### src/rtl/ball_detector_pkg.sv
// Shared definitions for the ball-detector pixel path: HSV widths, hue base
// angles, converter FSM states and the color-class codes used by the classifier.
package ball_detector_pkg;

    localparam int HUE_W      = 9;
    localparam int SV_W       = 5;
    localparam int HCNT_W     = 10;
    localparam int HUE_SECTOR = 60;
    localparam int SV_MAX     = 31;

    localparam logic [HUE_W-1:0] HUE_BASE_G = 9'd120;
    localparam logic [HUE_W-1:0] HUE_BASE_B = 9'd240;
    localparam logic [HUE_W-1:0] HUE_FULL   = 9'd360;

    typedef enum logic [1:0] {
        IDLE,
        DIV,
        OUT
    } state_t;

    typedef enum logic [1:0] {
        MAX_R,
        MAX_G,
        MAX_B
    } max_sel_t;

    typedef enum logic [2:0] {
        CLASS_NONE,
        CLASS_RED,
        CLASS_ORANGE,
        CLASS_YELLOW,
        CLASS_GREEN,
        CLASS_BLUE
    } color_class_t;

endpackage

### src/rtl/seq_divider.sv
// Restoring divider: DIV_W-bit dividend, 5-bit divisor, one quotient bit per
// cycle. The first bit is resolved on the start edge, so done pulses DIV_W-1 cycles later.
module seq_divider #(
    parameter int DIV_W = 11,
    parameter int Q_W   = 6
) (
    input  logic             clk,
    input  logic             rst,
    input  logic             start,
    input  logic             abort,
    input  logic [DIV_W-1:0] dividend,
    input  logic [4:0]       divisor,
    output logic [Q_W-1:0]   quotient,
    output logic             done
);

    localparam int CNT_W = $clog2(DIV_W);

    logic [DIV_W-1:0] quo;
    logic [4:0]       rem;
    logic [4:0]       div_q;
    logic [CNT_W-1:0] cnt;
    logic             busy;

    logic [DIV_W-1:0] shift_src;
    logic [4:0]       div_use;
    logic [5:0]       trial;
    logic [5:0]       trial_sub;
    logic             ge;
    logic [4:0]       rem_next;
    logic [DIV_W-1:0] quo_next;

    // Remainder stays below the divisor (<=31), so the shifted trial fits 6 bits.
    always_comb begin
        shift_src = start ? dividend : quo;
        div_use   = start ? divisor : div_q;
        trial     = {(start ? 5'd0 : rem), shift_src[DIV_W-1]};
        trial_sub = trial - {1'b0, div_use};
        ge        = (trial >= {1'b0, div_use});
        rem_next  = ge ? trial_sub[4:0] : trial[4:0];
        quo_next  = {shift_src[DIV_W-2:0], ge};
    end

    // NOTE: sequential state uses non-blocking assignments so every register
    // samples the pre-edge values of its neighbours.
    always_ff @(posedge clk or posedge rst) begin
        if (rst) begin
            quo   <= '0;
            rem   <= '0;
            div_q <= '0;
            cnt   <= '0;
            busy  <= 1'b0;
            done  <= 1'b0;
        end else if (abort) begin
            busy <= 1'b0;
            done <= 1'b0;
        end else if (start) begin
            quo   <= quo_next;
            rem   <= rem_next;
            div_q <= divisor;
            cnt   <= CNT_W'(DIV_W - 1);
            busy  <= 1'b1;
            done  <= 1'b0;
        end else if (busy) begin
            quo <= quo_next;
            rem <= rem_next;
            cnt <= cnt - 1'b1;
            if (cnt == CNT_W'(1)) begin
                busy <= 1'b0;
                done <= 1'b1;
            end
        end else begin
            done <= 1'b0;
        end
    end

    assign quotient = quo[Q_W-1:0];

endmodule

### src/rtl/rgb_to_hsv_stream.sv
// RGB565 to HSV converter feeding the color classifier: one pixel per DIV_W+1
// cycles through a valid/ready handshake, with a per-line pixel index.
module rgb_to_hsv_stream #(
    parameter int DIV_W  = 11,
    parameter int HCNT_W = ball_detector_pkg::HCNT_W
) (
    input  logic                               clk,
    input  logic                               rst,
    input  logic                               pix_valid,
    output logic                               pix_ready,
    input  logic [15:0]                        rgb565,
    input  logic                               line_start,
    input  logic                               frame_start,
    output logic [ball_detector_pkg::HUE_W-1:0] hue,
    output logic [ball_detector_pkg::SV_W-1:0]  saturation,
    output logic [ball_detector_pkg::SV_W-1:0]  value,
    output logic                               write,
    output logic [HCNT_W-1:0]                  horiz_count
);

    import ball_detector_pkg::*;

    state_t state, state_d;
    logic   accept;

    logic [4:0]       r, g, b, mx, mn, d, diff_mag;
    logic             diff_neg;
    max_sel_t         sel;
    logic [DIV_W-1:0] hue_dividend, sat_dividend;
    logic [4:0]       hue_divisor, sat_divisor;
    logic             g_lsb_unused;

    logic [4:0]        cap_val;
    max_sel_t          cap_sel;
    logic              cap_neg, cap_dzero, cap_mzero;
    logic [HCNT_W-1:0] cap_hcnt, pix_cnt;

    logic [5:0]       hue_quo;
    logic [4:0]       sat_quo;
    logic             div_done, sat_done_unused;
    logic             div_start, finish;
    logic [HUE_W-1:0] hue_calc;

    // Green is reduced to 5 bits so all three channels share one scale.
    always_comb begin
        r            = rgb565[15:11];
        g            = rgb565[10:6];
        b            = rgb565[4:0];
        g_lsb_unused = rgb565[5];
        if (r >= g && r >= b) begin
            sel      = MAX_R;
            mx       = r;
            diff_neg = (g < b);
            diff_mag = diff_neg ? (b - g) : (g - b);
        end else if (g >= b) begin
            sel      = MAX_G;
            mx       = g;
            diff_neg = (b < r);
            diff_mag = diff_neg ? (r - b) : (b - r);
        end else begin
            sel      = MAX_B;
            mx       = b;
            diff_neg = (r < g);
            diff_mag = diff_neg ? (g - r) : (r - g);
        end
        mn           = (r <= g && r <= b) ? r : ((g <= b) ? g : b);
        d            = mx - mn;
        hue_dividend = DIV_W'(diff_mag) * DIV_W'(HUE_SECTOR);
        sat_dividend = DIV_W'(d) * DIV_W'(SV_MAX);
        hue_divisor  = (d == 5'd0) ? 5'd1 : d;
        sat_divisor  = (mx == 5'd0) ? 5'd1 : mx;
    end

    // NOTE: every signal written here gets a default first, so no latch is inferred.
    always_comb begin
        state_d   = state;
        pix_ready = 1'b1;
        write     = 1'b0;
        unique case (state)
            IDLE: if (accept) state_d = DIV;
            DIV: begin
                pix_ready = 1'b0;
                if (frame_start)   state_d = IDLE;
                else if (div_done) state_d = OUT;
            end
            OUT: begin
                write   = 1'b1;
                state_d = accept ? DIV : IDLE;
            end
            default: state_d = IDLE;
        endcase
    end

    assign accept    = pix_valid && pix_ready && !frame_start;
    assign div_start = accept;
    assign finish    = (state == DIV) && div_done && !frame_start;

    always_ff @(posedge clk or posedge rst) begin
        if (rst) state <= IDLE;
        else     state <= state_d;
    end

    seq_divider #(.DIV_W(DIV_W), .Q_W(6)) u_hue_div (
        .clk      (clk),
        .rst      (rst),
        .start    (div_start),
        .abort    (frame_start),
        .dividend (hue_dividend),
        .divisor  (hue_divisor),
        .quotient (hue_quo),
        .done     (div_done)
    );

    seq_divider #(.DIV_W(DIV_W), .Q_W(5)) u_sat_div (
        .clk      (clk),
        .rst      (rst),
        .start    (div_start),
        .abort    (frame_start),
        .dividend (sat_dividend),
        .divisor  (sat_divisor),
        .quotient (sat_quo),
        .done     (sat_done_unused)
    );

    // Pixel index: a same-cycle line_start gives this pixel 0 and leaves 1 behind.
    always_ff @(posedge clk or posedge rst) begin
        if (rst) begin
            pix_cnt  <= '0;
            cap_hcnt <= '0;
        end else if (frame_start) begin
            pix_cnt <= '0;
        end else if (accept) begin
            cap_hcnt <= line_start ? '0 : pix_cnt;
            if (line_start)       pix_cnt <= HCNT_W'(1);
            else if (~&pix_cnt)   pix_cnt <= pix_cnt + 1'b1;
        end else if (line_start) begin
            pix_cnt <= '0;
        end
    end

    always_ff @(posedge clk or posedge rst) begin
        if (rst) begin
            cap_val   <= '0;
            cap_sel   <= MAX_R;
            cap_neg   <= 1'b0;
            cap_dzero <= 1'b1;
            cap_mzero <= 1'b1;
        end else if (accept) begin
            cap_val   <= mx;
            cap_sel   <= sel;
            cap_neg   <= diff_neg;
            cap_dzero <= (d == 5'd0);
            cap_mzero <= (mx == 5'd0);
        end
    end

    always_comb begin
        hue_calc = '0;
        unique case (cap_sel)
            MAX_R:   hue_calc = !cap_neg ? HUE_W'(hue_quo) :
                                (hue_quo == 6'd0) ? '0 : HUE_FULL - HUE_W'(hue_quo);
            MAX_G:   hue_calc = cap_neg ? HUE_BASE_G - HUE_W'(hue_quo) : HUE_BASE_G + HUE_W'(hue_quo);
            MAX_B:   hue_calc = cap_neg ? HUE_BASE_B - HUE_W'(hue_quo) : HUE_BASE_B + HUE_W'(hue_quo);
            default: hue_calc = '0;
        endcase
        if (cap_dzero) hue_calc = '0;
    end

    always_ff @(posedge clk or posedge rst) begin
        if (rst) begin
            hue         <= '0;
            saturation  <= '0;
            value       <= '0;
            horiz_count <= '0;
        end else if (finish) begin
            hue         <= hue_calc;
            saturation  <= cap_mzero ? '0 : sat_quo;
            value       <= cap_val;
            horiz_count <= cap_hcnt;
        end
    end

endmodule

### config.mk
export PLATFORM = sky130hd
export DESIGN_NAME = rgb_to_hsv_stream
export DESIGN_NICKNAME = d
export VERILOG_FILES = /design/src/rtl/ball_detector_pkg.sv /design/src/rtl/seq_divider.sv /design/src/rtl/rgb_to_hsv_stream.sv
export SDC_FILE = /design/constraint.sdc
export NUM_CORES = 1
export LEC_CHECK = 0
export BUFFER_PORTS_ARGS = -buffer_cell sky130_fd_sc_hd__buf_2
export CORE_MARGIN = 1.5
export CORE_UTILIZATION = 40
export CTS_BUF_LIST = sky130_fd_sc_hd__clkbuf_16
export DETAILED_ROUTE_END_ITERATION = 8
export PLACE_DENSITY = 0.57
export SETUP_SLACK_MARGIN = 0.1
export SLEW_MARGIN = 0
export SYNTH_ARGS = -nofsm -noshare
export SYNTH_HDL_FRONTEND = slang
export SYNTH_SLANG_ARGS = --single-unit
### constraint.sdc
create_clock -name clk -period 4.37 [get_ports clk]
set_input_delay 0 -clock clk [delete_from_list [all_inputs] [get_ports clk]]
set_output_delay 0 -clock clk [all_outputs]
set_load 0.02 [all_outputs]
======== Word-level counts from Yosys, hierarchy flattened ========
Index checks and enable logic that the tools add are counted.
storage, ports and cells
  bits in registers ....................... 114
  input port bits ......................... 21
operators by class
  add/subtract/negate cells ............... 17
  multiply operators ...................... 2
  $lt $le $gt $ge ......................... 11
  equality and inequality tests ........... 10
  multiplexer cells ....................... 66
  bitwise logic cells ..................... 1
  reductions and logical operators ........ 19
operators by type and width
  kind                                                                 number
  5-bit two-way mux                                                    22
  11-bit two-way mux                                                   6
  10-bit two-way mux                                                   5
  9-bit two-way mux                                                    5
  5-bit subtractor                                                     9
  9-bit case mux with 3 select lines                                   1
  1-bit two-way mux                                                    17
  4-bit two-way mux                                                    4
  5-bit >= comparator                                                  3
  5-bit <= comparator                                                  3
  5-bit < comparator                                                   3
  6-bit by 5-bit >= comparator with 1-bit output                       2
  10-bit by 1-bit adder with 10-bit output, second input constant      1
  5-bit logical NOT                                                    2
  5-bit by 5-bit multiplier with 10-bit output, second input constant  1
  2-bit two-way mux                                                    5
  10-bit AND reduction                                                 1
  8-bit by 6-bit adder with 9-bit output, first input constant         1
  5-bit by 4-bit multiplier with 9-bit output, second input constant   1
  8-bit by 6-bit subtractor with 9-bit output, first input constant    1
  9-bit by 6-bit subtractor with 9-bit output, first input constant    1
  7-bit by 6-bit adder with 8-bit output, first input constant         1
  4-bit by 1-bit == test with 1-bit output, second input constant      2
  4-bit inequality test, second input constant                         2
  14 further kinds                                                     27

======== Longest topological paths before layout ========
  depth in word-level cells ............... 11
  gate-level depth with buffers ........... 33
  depth with buffers taken out ............ 31

======== Cells and area by module ========
Synthesis repeated with hierarchy kept, for this count alone.
unflattened totals
  cell total of the unflattened synthesis .. 975
  area total of the unflattened synthesis .. 8896.0 um2
modules (own cells, without submodules)
  module                   times used  cells each  area each (um2)  sequential area each (um2)
  rgb_to_hsv_stream        1           672         5800.6           1529.0
  seq_divider (u_hue_div)  1           152         1551.5           675.6
  seq_divider (u_sat_div)  1           151         1544.0           675.6

======== Worst setup path after synthesis ========
No wires, ideal clock.
  kind .................................... input-to-reg
  start ................................... input rgb565[2]
  end ..................................... register u_hue_div.rem[2]
  library setup time ...................... 0.137 ns
  arrival time ............................ 5.505 ns
  data required time ...................... 4.233 ns
  slack ................................... -1.272 ns
  stages .................................. 31
  path buffers ............................ 2
  cell sequence ........................... inv_1 -> ha_1 -> a21oi_1 -> o21a_1 -> o21a_1 -> buf_2 -> clkbuf_1 -> o211ai_1 -> o21a_1 -> mux2_2 -> ha_1 -> inv_1 -> fa_1 -> inv_1 -> ha_1 -> a21o_1 -> a21oi_1 -> o21bai_1 -> a21oi_1 -> xor2_1 -> nor2_1 -> a21oi_1 -> ha_1 -> fa_1 -> nor2b_1 -> o21ai_0 -> nand2b_1 -> a221oi_2 -> nor3_1 -> a21oi_1 -> a21oi_1
on the way
  cells in the longest elaborated chain, start to end .. 11
  elaborated cells between the ends (all ways) .. 31
  classes of those cells .................. 6 x add/sub; 1 x mul; 7 x order compare; 14 x mux; 3 x reduce/logical
ends and longest elaborated chain
  element                                                                              RTL line                 source
  start, declared                                                                      rgb_to_hsv_stream.sv:11  input logic [15:0] rgb565,
  branches (longest 8 deep; another with 5-bit by 4-bit multiplier with 9-bit output)  --
  5-bit two-way mux *                                                                  seq_divider.sv:40        rem_next = ge ? trial_sub[4:0] : trial[4:0];
  5-bit two-way mux                                                                    seq_divider.sv:64        end else if (busy) begin
  5-bit two-way mux *                                                                  seq_divider.sv:57        end else if (start) begin
  end signal, assigned                                                                 seq_divider.sv:59        rem <= rem_next;
  end signal, assigned                                                                 seq_divider.sv:66        rem <= rem_next;
  end, declared                                                                        seq_divider.sv:20        logic [4:0] rem;
Every way passes the cells marked *. The select of a mux whose other input is x is not followed.
A chain may end at the register's enable or synchronous reset.

======== Worst setup path in the final report ========
  start ................................... input rgb565[14]
  end ..................................... register u_hue_div.rem[3]
on the way
  cells in the longest elaborated chain, start to end .. 11
  elaborated cells between the ends (all ways) .. 29
  classes of those cells .................. 6 x add/sub; 1 x mul; 7 x order compare; 12 x mux; 3 x reduce/logical
ends and longest elaborated chain
  element                                                                              RTL line
  branches (longest 8 deep; another with 5-bit by 4-bit multiplier with 9-bit output)  --
  5-bit two-way mux *                                                                  seq_divider.sv:40
  5-bit two-way mux                                                                    seq_divider.sv:64
  5-bit two-way mux *                                                                  seq_divider.sv:57
Marked as above.

==> impl_metrics.ini <==
[placed_design]
placed_cells = 1426
place.gp.congestion = 0.878
place_ws_ns = -1.21
place_hpwl_mm = 16.1
io_buffers = 50

[timing]
tightest_slew_ns = 0.970
max_slew_margin = 0.354
setup_viol_count_final = 12
drv_slew = 0
min_period_ns = 4.95
hold_violations = 0
setup_tns_ns = -5.53
finalCritPeriodShare = 1.13
fmax_mhz = 202
rsz0062_at_grt = yes
finalWorstSetupSlack_ns = -0.583
fin_worst_skew_ns = 0.0119

[pwr]
vdd_ir_drop_max_mv = 1.32
p_sw_frac = 0.388
power_frac_seq = 0.149
power_density_nw_per_um2 = 828
power_frac_comb = 0.723
switchingPower_uw = 3850
internal-power_uw = 6080
total_leakage_power_uw = 0.00598
pwr-share-clk = 0.128

[synth]
synth_nets = 1103
synth-seq-cells = 114
synth.area.top_cells = dfrtp_1 33%, ha_1 13%, nand2_1 6.1%
synthDistinctLibCells = 65
ys_seq_area_frac = 0.332
ys.warnings.count = 0
avgSynthCellArea_um2 = 8.86
synth_edf_count = 0
synthMostInstantiatedCell = nand2_1
synthesis.area_um2 = 8600
synthTopCellsByCount = 140 x nand2_1, 112 x dfrtp_1, 89 x ha_1
async_flop_share = 1.00
postSynthCellCount = 971
synth_top_area_share = 0.326
synth-main-ff-cell = dfrtp_1
yosys.area.top_type = dfrtp_1

[drt]
remaining_drc_errors = 0
first_pass_iters = 7
wl_per_cell_um = 14.7
wl_mm = 22.1
antenna_left = 0
vias = 7599
viasPerCell = 5.07
first_iter_violations = 353

[clock_tree]
cts_tree = done
clock_latency_ns = 0.42
cts_sinks = 114
cts-root-buf = clkbuf_16
cts_max_level = 4
clkTransAtPathRegs_ns = 0.05
numCtsBuffers = 17
clk_path_buf_depth = 2

[setup_path]
cp.arrival_ns = 5.23
cp-end-kind = flop
slowest_stage = fa_1
crit_family = adder cells
worstPathBufferInverterCount = 4
cpPeakStageDelay_ns = 0.49
critPathMaxFanout = 4
worst-setup-path-type = in -> reg
crit_path_start_kind = input pin
crit_required_ns = 4.65

[final_layout]
drive_above_1_share = 0.333
area_delta_synth_final_pct = 39.5
antenna_cells = 0
layout.cells.non_filler = 1499
num-nets-final = 1344

[floorplanning]
coreArea_um2 = 21100
io_pins = 52
dieArea_um2 = 22400
die_h_um = 150
start_util = 0.408
fp-row-count = 53
die_w_um = 150

[run_status]
status = finished with violations
violations = negative setup slack

[grt]
grt_pass1_wl_mm = 36.6
grt_pass1_vias = 7425
grt_overflow = 0
grt_use_total = 0.206
grt_antenna_before_repair = 0
grt_max_degree = 82

[flow_run]
drv_cap = 0

[min_path]
holdCritPathClass = in -> reg
## through the flow
step,power (uW),hold WS (ns),utilization,instance area [um2]
2_1_floorplan,5060,0.153,-,8820
3_3_place_gp,6950,0.310,0.499,10500
3_5_place_dp,7060,0.313,0.499,10500
4_1_cts,9300,0.0266,0.554,11700
5_1_grt,10900,0.110,0.569,12000
6_report,9930,0.0472,0.569,12000
## cells by family after synthesis
family	count (synthesis)	synth area share
compound gates	241	0.189
xor+xnor	46	0.0468
fa+ha+maj	111	0.181
buf+inv	113	0.0509
flops	114	0.332
mux	31	0.0371
simple gates	315	0.163
## layout by cell type (no fill, tap or decap), types with 5 or more instances in the layout
master and count:
o21a_1 5, nor3_1 9, buf_2 46, o21ai_0 30, o21ai_2 6, and3_1 8, a21oi_2 11, xor2_1 18
nor2b_1 8, o211ai_1 8, a222oi_1 6, clkinvlp_4 5, o21bai_1 6, ha_1 62, inv_2 14, ha_4 23
a22o_1 16, buf_4 184, fa_1 18, buf_6 15, nand2_1 137, clkbuf_16 18, dfrtp_1 112, a21o_1 22
a21oi_1 58, a31oi_1 15, nor2_1 75, o21ai_1 8, nand3_1 11, inv_1 62, nand2b_1 17, and2_1 11
mux2i_1 22, xnor2_1 21
## final timing paths
check | from | cells past startpoint | to | slack (ns)
min in group asynchronous | rst | 3 | horiz_count[3]$_DFFE_PP0P_ | 0.38
min | pix_valid | 4 | pix_cnt[1]$_DFFE_PP0P_ | 0.05
max in group asynchronous | rst | 4 | cap_mzero$_DFFE_PP1P_ | 2.95
max | rgb565[14] | 31 | u_hue_div.rem[3]$_DFFE_PP0P_ | -0.58
max reg2reg | state[0]$_DFFE_PP0P_ | 17 | u_sat_div.rem[1]$_DFFE_PP0P_ | 0.72
min reg2reg | horiz_count[4]$_DFFE_PP0P_ | 2 | horiz_count[4]$_DFFE_PP0P_ | 0.46
## sequential cells by signal, summed over array words and instances (netlist names)
name             flops
u_hue_div.div_q      5
u_sat_div.div_q      5
saturation           5
cap_sel              2
u_sat_div.busy       1
u_hue_div.rem        5
u_sat_div.cnt        4
u_hue_div.busy       1
u_sat_div.rem        5
u_hue_div.cnt        4
cap_mzero            1
state                2
value                5
cap_dzero            1
cap_neg              1
cap_val              5
pix_cnt             10
horiz_count         10
u_hue_div.done       1
cap_hcnt            10
hue                  9
u_hue_div.quo       11
u_sat_div.quo       11
## what timing repair did
| item | CTS | global route |
|---|---|---|
| gates cloned | 1 | 1 |
| endpoints found under the hold margin | 82 | 0 |
| gates resized for setup | 83 | 41 |
| pin swaps | 26 | 26 |
| hold buffers | 4 | 0 |
| setup endpoints to repair | 12 | 12 |
| buffers inserted | 23 | 13 |
## power groups by stage
stage / sequential (uW) / clock (uW) / combinational, uW
after floorplan: 1410 / 0 / 3650
after global placement: 1490 / 0 / 5460
after detailed placement: 1490 / 0 / 5570
after CTS: 1480 / 1290 / 6530
after global routing: 1510 / 1340 / 8000
final: 1480 / 1270 / 7180
## tightest hold or removal path, delay by kind of cell
family                 cells  cell delay (ns)
AO/OA/AOI/OAI              3             0.28
buffers and inverters      1             0.15
## metal layers
| layer | global-route usage | share of wire | vias to the layer above |
|---|---|---|---|
| li1 | - | - | 3842 |
| met1 | 0.280 | 0.49 | 3599 |
| met2 | 0.335 | 0.47 | 136 |
| met3 | 0.0363 | 0.032 | 22 |
| met4 | 0.0564 | 0.013 | 0 |
| met5 | 0 | 0 | - |
## final cells by class
class                      count  area, um2
sequential                   114       2860
timing repair buffer         258       2000
clock buffer                  17        425
multi-input combinational    744       5960
inverter                      77        295
tap                          275        344
fill                        1834       9090
clock inverter                14        118
Note: power is estimated with default switching activity, not from simulation.
